**src/rtl/ps2_host_tx.sv**
```systemverilog
// PS/2 host-to-device transmitter: inhibit, request-to-send, shift one command
// byte with odd parity, sample the device ACK, and report done or timeout.
module ps2_host_tx #(
  parameter int INHIBIT_CYCLES = 5000,
  parameter int START_CYCLES   = 50,
  parameter int TIMEOUT_CYCLES = 1000000
) (
  input  logic       clk,
  input  logic       reset,
  // A byte transfers on any clk edge where cmd_valid && cmd_ready; cmd_data
  // must be stable in that cycle. cmd_valid offered while busy is ignored.
  input  logic       cmd_valid,
  input  logic [7:0] cmd_data,
  output logic       cmd_ready,
  output logic       busy,
  input  logic       ps2_clk_in,
  input  logic       ps2_dat_in,
  output logic       ps2_clk_oe,
  output logic       ps2_dat_oe,
  output logic       done,
  output logic       ack_ok,
  output logic       timeout,
  output logic [2:0] state_dbg
);

  localparam int PH_MAX  = (INHIBIT_CYCLES > START_CYCLES) ? INHIBIT_CYCLES : START_CYCLES;
  localparam int CNT_MAX = (PH_MAX > TIMEOUT_CYCLES) ? PH_MAX : TIMEOUT_CYCLES;
  localparam int CW      = $clog2(CNT_MAX + 1);

  typedef enum logic [2:0] {
    S_IDLE      = 3'd0,
    S_INHIBIT   = 3'd1,
    S_START     = 3'd2,
    S_SHIFT     = 3'd3,
    S_WAIT_IDLE = 3'd4
  } state_t;

  state_t      state_q, state_d;
  logic [CW-1:0] cnt_q, cnt_d;
  logic [3:0]  edge_q, edge_d;
  logic [7:0]  data_q, data_d;
  logic        parity_q, parity_d;
  logic        clk_oe_q, clk_oe_d;
  logic        dat_oe_q, dat_oe_d;
  logic        done_q, done_d;
  logic        ack_q, ack_d;
  logic        timeout_q, timeout_d;
  logic [1:0]  clk_s_q, dat_s_q;
  logic        clk_prev_q;

  logic clk_sync, dat_sync, fall, accept, expired;

  assign clk_sync = clk_s_q[1];
  assign dat_sync = dat_s_q[1];
  assign fall     = clk_prev_q & ~clk_sync;
  // Hold off ready during the done/timeout pulse so it returns the cycle after.
  assign cmd_ready = (state_q == S_IDLE) && !done_q && !timeout_q;
  assign busy      = (state_q != S_IDLE);
  assign accept    = cmd_valid && cmd_ready;
  assign expired   = (cnt_q == CW'(TIMEOUT_CYCLES - 1));

  assign ps2_clk_oe = clk_oe_q;
  assign ps2_dat_oe = dat_oe_q;
  assign done       = done_q;
  assign ack_ok     = ack_q;
  assign timeout    = timeout_q;
  assign state_dbg  = state_q;

  always_comb begin
    state_d   = state_q;
    cnt_d     = cnt_q;
    edge_d    = edge_q;
    data_d    = data_q;
    parity_d  = parity_q;
    clk_oe_d  = clk_oe_q;
    dat_oe_d  = dat_oe_q;
    ack_d     = ack_q;
    done_d    = 1'b0;
    timeout_d = 1'b0;
    case (state_q)
      S_IDLE: begin
        clk_oe_d = 1'b0;
        dat_oe_d = 1'b0;
        if (accept) begin
          data_d   = cmd_data;
          parity_d = ~^cmd_data;
          edge_d   = 4'd0;
          cnt_d    = '0;
          ack_d    = 1'b0;
          clk_oe_d = 1'b1;
          state_d  = S_INHIBIT;
        end
      end
      S_INHIBIT: begin
        if (cnt_q == CW'(INHIBIT_CYCLES - 1)) begin
          cnt_d    = '0;
          dat_oe_d = 1'b1;
          state_d  = S_START;
        end else begin
          cnt_d = cnt_q + CW'(1);
        end
      end
      S_START: begin
        if (cnt_q == CW'(START_CYCLES - 1)) begin
          cnt_d    = '0;
          clk_oe_d = 1'b0;
          state_d  = S_SHIFT;
        end else begin
          cnt_d = cnt_q + CW'(1);
        end
      end
      S_SHIFT, S_WAIT_IDLE: begin
        // Timeout wins over an edge or the idle condition in the same cycle.
        if (expired) begin
          cnt_d     = '0;
          timeout_d = 1'b1;
          ack_d     = 1'b0;
          clk_oe_d  = 1'b0;
          dat_oe_d  = 1'b0;
          state_d   = S_IDLE;
        end else begin
          cnt_d = cnt_q + CW'(1);
          if (state_q == S_WAIT_IDLE) begin
            if (clk_sync && dat_sync) begin
              cnt_d   = '0;
              done_d  = 1'b1;
              state_d = S_IDLE;
            end
          end else if (fall) begin
            edge_d = edge_q + 4'd1;
            if (edge_q < 4'd8) begin
              dat_oe_d = ~data_q[edge_q[2:0]];
            end else if (edge_q == 4'd8) begin
              dat_oe_d = ~parity_q;
            end else if (edge_q == 4'd9) begin
              dat_oe_d = 1'b0;
            end else begin
              ack_d   = ~dat_sync;
              state_d = S_WAIT_IDLE;
            end
          end
        end
      end
      default: begin
        clk_oe_d = 1'b0;
        dat_oe_d = 1'b0;
        state_d  = S_IDLE;
      end
    endcase
  end

  always_ff @(posedge clk or posedge reset) begin
    if (reset) begin
      state_q    <= S_IDLE;
      cnt_q      <= '0;
      edge_q     <= 4'd0;
      data_q     <= 8'd0;
      parity_q   <= 1'b0;
      clk_oe_q   <= 1'b0;
      dat_oe_q   <= 1'b0;
      done_q     <= 1'b0;
      ack_q      <= 1'b0;
      timeout_q  <= 1'b0;
      clk_s_q    <= 2'b11;
      dat_s_q    <= 2'b11;
      clk_prev_q <= 1'b1;
    end else begin
      state_q    <= state_d;
      cnt_q      <= cnt_d;
      edge_q     <= edge_d;
      data_q     <= data_d;
      parity_q   <= parity_d;
      clk_oe_q   <= clk_oe_d;
      dat_oe_q   <= dat_oe_d;
      done_q     <= done_d;
      ack_q      <= ack_d;
      timeout_q  <= timeout_d;
      clk_s_q    <= {clk_s_q[0], ps2_clk_in};
      dat_s_q    <= {dat_s_q[0], ps2_dat_in};
      clk_prev_q <= clk_sync;
    end
  end

endmodule

```
**config.mk**
```make
export PLATFORM = sky130hd
export DESIGN_NAME = ps2_host_tx
export DESIGN_NICKNAME = d
export VERILOG_FILES = /design/src/rtl/ps2_host_tx.sv
export SDC_FILE = /design/constraint.sdc
export NUM_CORES = 1
export LEC_CHECK = 0
export BUFFER_PORTS_ARGS = -buffer_cell sky130_fd_sc_hd__buf_2
export CORE_MARGIN = 2
export CORE_UTILIZATION = 53
export DETAILED_ROUTE_END_ITERATION = 8
export PLACE_DENSITY = 0.71
export SYNTH_ARGS = -nofsm -noshare
export SYNTH_HDL_FRONTEND = slang
export SYNTH_SLANG_ARGS = --single-unit
```
**constraint.sdc**
```tcl
create_clock -name clk -period 2.1 [get_ports clk]
set_input_delay 0.525 -clock clk [delete_from_list [all_inputs] [get_ports clk]]
set_output_delay 0.525 -clock clk [all_outputs]
set_load 0.05 [all_outputs]
```
# Word level (Yosys, flattened, before mapping)
# Cells that the tools add are included.
dict set report op_classes {
  mux 51
  div 0
  n_eq_ne 27
  addsub 2
  magnitude_cmp 2
  shift 0
  n_reduce_logical 19
  n_bitwise 7
  n_mul 0
}
# operator count
set op_table {}
lappend op_table {{20-bit 2-to-1 mux} 6}
lappend op_table {{20-bit one-hot mux with 4 select lines} 1}
lappend op_table {{3-bit 2-to-1 mux} 10}
lappend op_table {{1-bit 2-to-1 mux} 24}
lappend op_table {{20-bit by 1-bit adder with 20-bit output (second input constant)} 1}
lappend op_table {{20-bit by 13-bit == test with 1-bit output (second input constant)} 1}
lappend op_table {{20-bit == test (second input constant)} 1}
lappend op_table {{20-bit by 6-bit == test with 1-bit output (second input constant)} 1}
lappend op_table {{4-bit != test (second input constant)} 5}
lappend op_table {{4-bit 2-to-1 mux} 4}
lappend op_table {{3-bit != test (second input constant)} 5}
lappend op_table {{2-bit != test (second input constant)} 7}
lappend op_table {{3-bit one-hot mux with 4 select lines} 1}
lappend op_table {{5-bit AND reduction} 2}
lappend op_table {{4-bit == test (second input constant)} 2}
lappend op_table {{4-bit one-hot mux with 2 select lines} 1}
lappend op_table {{8-bit AND reduction} 1}
lappend op_table {{8-bit XNOR reduction} 1}
lappend op_table {{7-bit AND reduction} 1}
lappend op_table {{3-bit by 2-bit == test with 1-bit output (second input constant)} 2}
lappend op_table {{1-bit inverter} 6}
lappend op_table {{5-bit != test (second input constant)} 1}
lappend op_table {{4-bit by 1-bit adder with 4-bit output (second input constant)} 1}
lappend op_table {{1-bit logical AND} 4}
lappend op_table {{17 further kinds} 19}
dict set report totals {
  romBits 0
  memories 0
  in_bits 13
  latchBits 0
  register_bits 46
  ram_bits 0
  wordCells 121
}

# Depth between registers and ports, before layout
# Gate-level depths: netlist of the first run.
dict set report depth {
  depth_word 8
  depth_mapped 7
}

# Least setup slack after synthesis of the first run
# No wires, ideal clock.
dict set report synth_timing {
  path_type {register -> output}
  startpoint {register state_q[0], in the netlist state_dbg[0]}
  endpoint {output cmd_ready}
  slack_ns -0.915
  t_required_ns 1.575
  t_arrival_ns 2.490
  n_path_buf 1
  stages_incl_launch_ff 5
  cell_sequence {dfrtp_1 clkbuf_1 nor3_1 inv_1 nor3_1}
}
dict set report synth_via {
  elab_chain_cells 3
}
# item line
set synth_lines {}
lappend synth_lines {{start, declared} 38} ;# state_t state_q, state_d;
lappend synth_lines {{start signal, assigned} 168} ;# state_q <= state_d;
lappend synth_lines {{3-bit logical NOT} 57} ;# assign cmd_ready = (state_q == S_IDLE) && !done_q && !timeout_q;
lappend synth_lines {{1-bit logical AND (2 in a row)} 57}
lappend synth_lines {{end, declared} 14} ;# output logic cmd_ready,
# Every way passes these cells.

# Worst setup path after layout of the first run
dict set report layout_timing {
  startpoint {register cnt_q[12]}
  endpoint {register cnt_q[9]}
}
dict set report layout_via {
  elab_chain_cells 3
}
# item line
set layout_lines {}
lappend layout_lines {{start, declared} 39} ;# logic [CW-1:0] cnt_q, cnt_d;
lappend layout_lines {{start signal, assigned} 169} ;# cnt_q <= cnt_d;
lappend layout_lines {{20-bit == test, or another cell as far along} 60} ;# assign expired = (cnt_q == CW'(TIMEOUT_CYCLES - 1));
lappend layout_lines {{20-bit 2-to-1 mux, on equally long branches} {114, 104, 95}}
lappend layout_lines {{20-bit one-hot mux with 4 select lines (*)} 80} ;# case (state_q)
# Mark *: on every way between the ends. The rest lies on a longest branch, timed or not.
# A chain may end at the register's enable or synchronous reset.

==> flow_summary.ini, run 1 <==
[run_status]
status = complete, no violations

[route]
finalWirelength_mm = 5.72
postRouteAntennaNets = 0
routed_via_density = 5.83
drc = 0
wl_per_cell_um = 15.0
vias = 2221
dr.first_iter.drc_count = 224
firstDrtPassIters = 4

[die]
die_h_um = 73.7
die_w_um = 73.7
die-area_mm2 = 0.00542
ioPinCount = 23
start_util_pct = 54.8
num_rows = 25
core_area_mm2 = 0.00469

[setup_path]
rr_startpoint = cnt_q[12]$_DFFE_PP0P_
startpoint = cnt_q[12]$_DFFE_PP0P_
start_kind = flip-flop
required_ps = 2290
cp-end-kind = flip-flop
crit_fanout = 7
crit_type = flip-flop to flip-flop
arrival_ps = 2270

[job]
drv_cap = 0

[timing]
finalSetupViolCount = 0
slew_violations = 0
fin_worst_skew_ps = 5.65
layout_min_cycle_time_ps = 2080
max_freq_ghz = 0.480
worst_pin_slew_ps = 567
fin_crit_sh_pct = 99.1
grt_setup_unrepaired = true
relSlewSlack_pct = 62.2
finalHoldViolCount = 0
tns_ps = 0
fin_ws_ps = 18.7

[power_and_ir_drop]
seqPwrFrac_pct = 35.0
peakVddDrop_mv = 0.623
swShare_pct = 44.2
clock_power_share_pct = 14.9
internal_power_mw = 2.05
p_per_area_mw_per_mm2 = 1160
p_leak_nw = 1.38
p_switching_mw = 1.62
power_frac_comb_pct = 50.1

[synth]
yosys_warnings = 0
avgSynthCellArea_um2 = 9.52
ys.flop_type = dfrtp_1
synth_top_cell_by_area = dfrtp_1
synth_cell_types = 52
async_flop_share_pct = 100
synth_common_cells = dfrtp_1 (41), nand2_1 (40), nor2_1 (29)
seq_area_frac_synth_pct = 45.0
synthCells = 270
synthesis.area_mm2 = 0.00257
synthDominantCellAreaShare_pct = 39.9
synth_most_common_cell = dfrtp_1
synth_seq_cells = 46
synthTopCellsByArea = dfrtp_1 (40%), xnor2_1 (6.8%), nand2_1 (5.8%), dfstp_2 (5.1%), nor2_1 (4.2%)
syn_nets = 288
synth-edff-count = 0

[placement]
gp_congestion = 0.850
dp_hpwl_mm = 4.13
placed_area_mm2 = 0.00296
port_buffers = 22
dp_slack_ps = -77.9

[global_routing]
grt_use_total_pct = 23.5
overflow = 0
antenna_found_initial = 0
grt_pass1_vias = 2069
grt_max_degree = 47
grt_pass1_wl_mm = 9.83

[finish]
area_growth_pct = 23.0
final_cell_area_mm2 = 0.00316
drive_above_1_share_pct = 29.7
num-nets-final = 344
antennaDiodeCount = 0

[cts]
ctsHoldBuffers = 0
cts_buffers = 5
cts_tree = done
cts-root-buf = clkbuf_8
clkTransAtPathRegs_ps = 90
cts_max_path_buffers = 2
clock_latency_ps = 300
cts_num_sinks = 46
htreeDepth = 2

[worst_hold_path]
hold_path.class = input pin to asynchronous set/reset pin
[power groups by stage]
stage	logic, mW	clock network [mW]	registers (mW)
after global placement	1.70	0	1.28
final	1.84	0.547	1.28
after floorplan	1.13	0	1.39
after detailed placement	1.74	0	1.29
after global routing	2.01	0.594	1.31
after CTS	1.75	0.561	1.27
[path summary, 6_finish.rpt]
| check | endpoint | slack (ps) | depth (start not counted) |
|---|---|---|---|
| max in group asynchronous | clk_prev_q$_DFF_PP1_ | 1600 | 3 |
| max | cnt_q[9]$_DFFE_PP0P_ | 20 | 6 |
| min reg2reg | dat_s_q[1]$_DFF_PP1_ | 360 | 0 |
| max reg2reg | cnt_q[9]$_DFFE_PP0P_ | 20 | 6 |
| min in group clk | dat_s_q[0]$_DFF_PP1_ | 310 | 1 |
| min | data_q[4]$_DFFE_PP0P_ | 240 | 3 |
[final cells by class]
class,count,area [µm²]
clock buffers,5,68.8
clock inverters,3,21.3
fillers,383,1530
inverters,8,30.0
multi-input cells,210,1430
flip-flops and latches,46,1160
well taps,54,67.6
repair buffers,55,380
[stage by stage]
stage               cells  util (%)  hold slack [ps]  power, mW
floorplan             270         -              345       2.52
global placement      367      63.0              347       2.98
detailed placement    367      63.0              347       3.02
CTS                   375      65.1              249       3.58
global route          381      67.4              251       3.92
finish                381      67.4              236       3.67
[flip-flops by register name (all words and copies together), names as in the netlist]
| register | flops |
|---|---|
| cnt_q | 20 |
| data_q | 8 |
| edge_q | 4 |
| state_dbg | 3 |
| clk_s_q | 2 |
| dat_s_q | 2 |
| ack_ok | 1 |
| clk_prev_q | 1 |
| done | 1 |
| parity_q | 1 |
| ps2_clk_oe | 1 |
| ps2_dat_oe | 1 |
| timeout | 1 |
[metal layers]
layer | GRT usage [%] | part of all wire (%) | vias to the layer above
met1 | 34.8 | 48 | 1062
met2 | 35.3 | 46 | 76
met5 | 0 | 0 | -
met3 | 3.84 | 4.1 | 8
met4 | 7.27 | 1.1 | 0
li1 | - | - | 1075
[cells in the final DEF, fill, tap and decap left out, drive strengths merged, types with 4 or more instances in the layout]
cell    instances
buf            55
dfrtp          41
nand2          40
nor2           29
xnor2          20
nor3           15
nand3          13
o21ai           9
nor4            9
inv             8
nand4           7
mux2i           7
a21oi           6
dfstp           5
clkbuf          5
ha              5
nor2b           4
nor3b           4
[logic make-up after synthesis]
| logic type | Yosys count | share of synthesized area [%] |
|---|---|---|
| AO/OA/AOI/OAI | 32 | 8.47 |
| XOR/XNOR | 23 | 7.83 |
| adder cells (fa/ha/maj) | 5 | 2.43 |
| buffers and inverters | 14 | 2.63 |
| flip-flops | 46 | 45.0 |
| multiplexers | 8 | 3.60 |
| AND/OR/NAND/NOR | 142 | 30.0 |
[critical path, stage by stage (launching register included)]
cell and delay, ps:
dfrtp_1 400, or3b_2 500, nor4_4 270, a21boi_2 170
nor4_4 380, buf_4 210, nor2_1 50
[repair_timing]
item                                    CTS  global route
gates resized for setup                   2            14
endpoints found under the setup margin   19            28
pin swaps                                 0             7
gates cloned                              0             0
buffers inserted                          0             6
No activity file was read; power rests on OpenSTA's default activity.
==> run 2: changes to the inputs <==
--- a/config.mk
+++ b/config.mk
@@ -10,6 +10,7 @@
 export CORE_UTILIZATION = 53
 export DETAILED_ROUTE_END_ITERATION = 8
 export PLACE_DENSITY = 0.71
+export REMOVE_ABC_BUFFERS = 1
 export SYNTH_ARGS = -nofsm -noshare
 export SYNTH_HDL_FRONTEND = slang
 export SYNTH_SLANG_ARGS = --single-unit
==> run 2 against run 1 <==
  * Final area rose by 1.1%
  * Non-clock buffer count rose by 5
  * Highest routed layer unchanged
  * Clock power rose by 6.0%
  * Critical endpoint is now cnt_q[14]$_DFFE_PP0P_
  * Flip-flop and latch count did not move
  * Routed wire length rose by 1.8%
  * First-iteration DRC count fell by 52%
  * Register-to-register slack barely moved
==> flow_summary.ini, run 2 (synthesis gave the netlist of run 1 again) <==
[run_status]
status = complete, no violations

[power_and_ir_drop]
p_leak_nw = 1.41
p_per_area_mw_per_mm2 = 1180
total_power_mw = 3.78
peakVddDrop_mv = 0.760

[placement]
gp_congestion = 0.851
port_buffers = 22
dpl.cell_count = 373
dp_hpwl_mm = 4.19

[finish]
reg_top3 = cnt_q (20), data_q (8), edge_q (4)
antennaDiodeCount = 0
largest_reg_flops = 20
num-nets-final = 349
layout.cells.non_filler = 386
drive_above_1_share_pct = 31.6
top_register = cnt_q
fill_cells = 393
fin_util_pct = 68.2
final_common_cell = nand2_1
final_cell_mix = nand2_1 (40), dfrtp_1 (39), buf_4 (37)
area_growth_pct = 24.4

[route]
wl_per_cell_um = 15.1
drc = 0
dr.first_iter.drc_count = 108
finalWirelength_mm = 5.83
vias = 2195
postRouteAntennaNets = 0
firstDrtPassIters = 4
routed_via_density = 5.69

[die]
die_h_um = 73.7
die-area_mm2 = 0.00542
core_area_mm2 = 0.00469
num_rows = 25
start_util_pct = 54.8
ioPinCount = 23
die_w_um = 73.7

[cts]
htreeDepth = 2
cts-root-buf = clkbuf_8
cts_num_sinks = 46
cts_max_path_buffers = 2
cts_buffers = 5
cts_tree = done
clkTransAtPathRegs_ps = 100
ctsHoldBuffers = 0
clock_latency_ps = 310

[global_routing]
grt_max_degree = 25
grt_use_total_pct = 23.2
overflow = 0
grt_pass1_wl_mm = 9.76
antenna_found_initial = 0
grt_pass1_vias = 2106

[timing]
finalHoldViolCount = 0
fin_crit_sh_pct = 98.6
max_freq_ghz = 0.483
finalSetupViolCount = 0
relSlewSlack_pct = 65.2
fin_worst_skew_ps = 14.1
worst_pin_slew_ps = 522
grt_setup_unrepaired = true
tns_ps = 0
fin_hold_ws_ps = 238
slew_violations = 0
layout_min_cycle_time_ps = 2070

[setup_path]
cp-end-kind = flip-flop
reg2reg_slack_ps = 30
start_kind = flip-flop
crit_fanout = 8
crit_type = flip-flop to flip-flop
required_ps = 2300
arrival_ps = 2270

[worst_hold_path]
hold_path.class = input pin to asynchronous set/reset pin

[job]
drv_cap = 0
[run 2: final timing paths]
kind	startpoint	end	cells after the start
max	cnt_q[3]$_DFFE_PP0P_	cnt_q[14]$_DFFE_PP0P_	6
min	reset	cnt_q[3]$_DFFE_PP0P_	2
max reg2reg	cnt_q[3]$_DFFE_PP0P_	cnt_q[14]$_DFFE_PP0P_	6
min reg2reg	dat_s_q[0]$_DFF_PP1_	dat_s_q[1]$_DFF_PP1_	0
max in group asynchronous	reset	clk_prev_q$_DFF_PP1_	3
min in group clk	ps2_clk_in	clk_s_q[0]$_DFF_PP1_	1
[run 2: where the power goes]
| part | switching (mW) | total [mW] | internal [mW] |
|---|---|---|---|
| sequential | 0.137 | 1.21 | 1.08 |
| clock | 0.333 | 0.580 | 0.247 |
| combinational | 1.20 | 1.98 | 0.788 |
| total | 1.67 | 3.78 | 2.11 |
[run 2: cell type report]
class	instances	area, µm²	area share, %
multi-input cells	210	1430	44.7
flip-flops and latches	46	1160	36.3
repair buffers	60	414	12.9
clock buffers	5	68.8	2.15
well taps	54	67.6	2.11
inverters	8	30.0	0.939
clock inverters	3	27.5	0.861
[run 2: per-stage QoR]
stage               cell area, µm²  worst slack [ps]
global placement              2970              63.0
floorplan                     2530              -816
finish                        3200              30.1
detailed placement            2970              7.96
CTS                           3090              1.04
global route                  3200             -50.0
[run 2: timing repair]
| action | 4_1_cts | 5_1_grt |
|---|---|---|
| buffers inserted | 0 | 5 |
| gates resized for setup | 4 | 20 |
| endpoints found under the setup margin | 9 | 26 |
| pin swaps | 0 | 5 |
[run 2: critical path, cell delays in order (launching register included)]
cell and delay (ps):
dfrtp_1 390, or4_4 540, nor4_4 200, a311oi_2 180, nor4_4 380, buf_6 210, nor2_1 60
[run 2: routing by layer]
metal	up-vias	GRT usage [%]	part of all wire, %
met3	7	4.12	3.1
met5	-	0	0
met1	1072	34.8	49
li1	1073	-	-
met2	43	34.8	47
met4	0	6.06	1.1
==> run 3: changes to the inputs <==
==> constraint.sdc (replaced) <==
create_clock -name clk -period 2.1 [get_ports clk]
set_input_delay 0.105 -clock clk [delete_from_list [all_inputs] [get_ports clk]]
set_output_delay 0.105 -clock clk [all_outputs]
set_load 0.05 [all_outputs]
==> run 3 against run 2 <==
  * Clock-buffer cell count is the same
  * Flip-flop and latch count is the same
  * Utilization shrank 1.7 points
  * Final area shrank 2.5%
  * Clock power shrank 6.7%
  * Clock skew shrank 6.7 ps
  * Combinational power shrank 9.6%
  * Critical path type unchanged
  * Largest power group unchanged
==> flow_summary.ini, run 3 (synthesis gave the netlist of run 1 again) <==
[die]
ioPinCount = 23
core_area_mm2 = 0.00469
die_h_um = 73.7
die-area_mm2 = 0.00542
num_rows = 25
start_util_pct = 54.8
die_w_um = 73.7

[cts]
cts_max_path_buffers = 2
cts-root-buf = clkbuf_8
htreeDepth = 2
cts_num_sinks = 46
clkTransAtPathRegs_ps = 90
cts_tree = done
clock_latency_ps = 300
cts_buffers = 5

[finish]
num-nets-final = 345
area_growth_pct = 21.3
final_cell_area_mm2 = 0.00312
final_cell_mix = dfrtp_1 (41), nand2_1 (40), nor2_1 (29)
fill_cells = 389
fin_util_pct = 66.5
final_common_cell = dfrtp_1
reg_top3 = cnt_q (20), data_q (8), edge_q (4)
antennaDiodeCount = 0
largest_reg_flops = 20
top_register = cnt_q
drive_above_1_share_pct = 25.6

[placement]
dp_hpwl_mm = 4.13
port_buffers = 22
placed_area_mm2 = 0.00295
gp_congestion = 0.883

[timing]
layout_min_cycle_time_ps = 2080
fin_hold_ws_ps = 10.8
slew_violations = 0
worst_pin_slew_ps = 529
grt_setup_unrepaired = true
relSlewSlack_pct = 64.7
finalSetupViolCount = 0
finalHoldViolCount = 0
max_freq_ghz = 0.482
fin_worst_skew_ps = 7.37
fin_crit_sh_pct = 98.9

[global_routing]
grt_max_degree = 25
overflow = 0
grt_pass1_wl_mm = 9.50
grt_pass1_vias = 2049
grt_use_total_pct = 22.7
antenna_found_initial = 0

[power_and_ir_drop]
clock_power_share_pct = 15.2
seqPwrFrac_pct = 34.8
p_switching_mw = 1.56
peakVddDrop_mv = 0.617
total_power_mw = 3.57
power_frac_comb_pct = 50.1
swShare_pct = 43.7
p_per_area_mw_per_mm2 = 1140
p_leak_nw = 1.38
internal_power_mw = 2.01

[setup_path]
start_kind = flip-flop
slowest_delay_ps = 540
required_ps = 2290
arrival_ps = 2270
crit_family = simple AND/OR/NAND/NOR gates
cp_slowest_cell = or4_4
crit_chain = or4_4 -> nor4_4 -> a21boi_2 -> nor4_4 -> buf_6 -> nor2_1
startpoint = cnt_q[3]$_DFFE_PP0P_
crit_top_cell = nor4_4
worstPathBufferInverterCount = 1
cp-end-kind = flip-flop
crit_type = flip-flop to flip-flop
rr_startpoint = cnt_q[3]$_DFFE_PP0P_
crit_fanout = 9

[run_status]
status = complete, no violations

[route]
finalWirelength_mm = 5.67
routed_via_density = 5.67
vias = 2165
postRouteAntennaNets = 0
drc = 0
wl_per_cell_um = 14.9
firstDrtPassIters = 4
dr.first_iter.drc_count = 94

[worst_hold_path]
hold_start = cmd_data[2]
hold_path.class = input pin to flip-flop

[job]
drv_cap = 0
## run 3: cell types whose count changed in the layout (fill, tap and decap cells not counted), moves of 2 or more
cell,change
nor2_2,-5
dfrtp_1,+2
nor3_2,-2
buf_6,+2
buf_4,-10
dfrtp_2,-2
nor2_1,+7
nor2_4,-2
dlygate4sd3_1,+3
nor3_1,+2
## run 3: final timing paths
check	end	slack, ps	depth (start not counted)
setup reg to reg	cnt_q[3]$_DFFE_PP0P_	20	6
hold / removal	data_q[2]$_DFFE_PP0P_	10	3
setup / recovery	cnt_q[3]$_DFFE_PP0P_	20	6
min in group asynchronous	data_q[5]$_DFFE_PP0P_	390	3
hold reg to reg	dat_s_q[1]$_DFF_PP1_	360	0
max in group asynchronous	cnt_q[1]$_DFFE_PP0P_	1200	4
## run 3: worst reg2reg max path, stage by stage, from the launching register on
cell and delay, ps:
dfrtp_1 390, or4_4 540, nor4_4 250, a21boi_2 170, nor4_4 380, buf_6 190
nor2_1 60
## run 3: cell type report
class | instances | area (µm²) | share of cell area [%]
Inverter | 8 | 30.0 | 0.963
Clock inverter | 3 | 21.3 | 0.682
Tap cell | 54 | 67.6 | 2.17
Timing Repair Buffer | 56 | 397 | 12.7
Multi-Input combinational cell | 210 | 1380 | 44.2
Clock buffer | 5 | 68.8 | 2.21
Sequential cell | 46 | 1160 | 37.1
## run 3: layer usage
metal,up-vias,GRT usage (%),routed length (µm)
met5,-,0,0
met3,9,4.39,294
met1,1029,33.7,2770
met2,57,33.7,2530
li1,1070,-,-
met4,0,6.87,75
## run 3: power groups by stage
stage               clock network (mW)  logic (mW)  registers, mW
finish                           0.541        1.79           1.24
global route                     0.587        1.95           1.27
CTS                              0.560        1.71           1.24
detailed placement                   0        1.69           1.25
global placement                     0        1.69           1.25
floorplan                            0        1.02           1.39
## run 3: per-stage QoR
stage	setup TNS, ps	setup WS [ps]	cells
2_1_floorplan	-7850	-445	264
3_3_place_gp	0	90.9	370
3_5_place_dp	0	33.4	370
4_1_cts	0	6.24	381
5_1_grt	-1300	-87.7	382
6_report	0	23.4	382
## run 3: what timing repair did
action                                  in CTS  in global routing
resized for setup                            0                  9
endpoints found under the setup margin       0                 23
hold endpoints to repair                    20                  0
hold buffers                                 3                  0
setup buffers                                0                  1
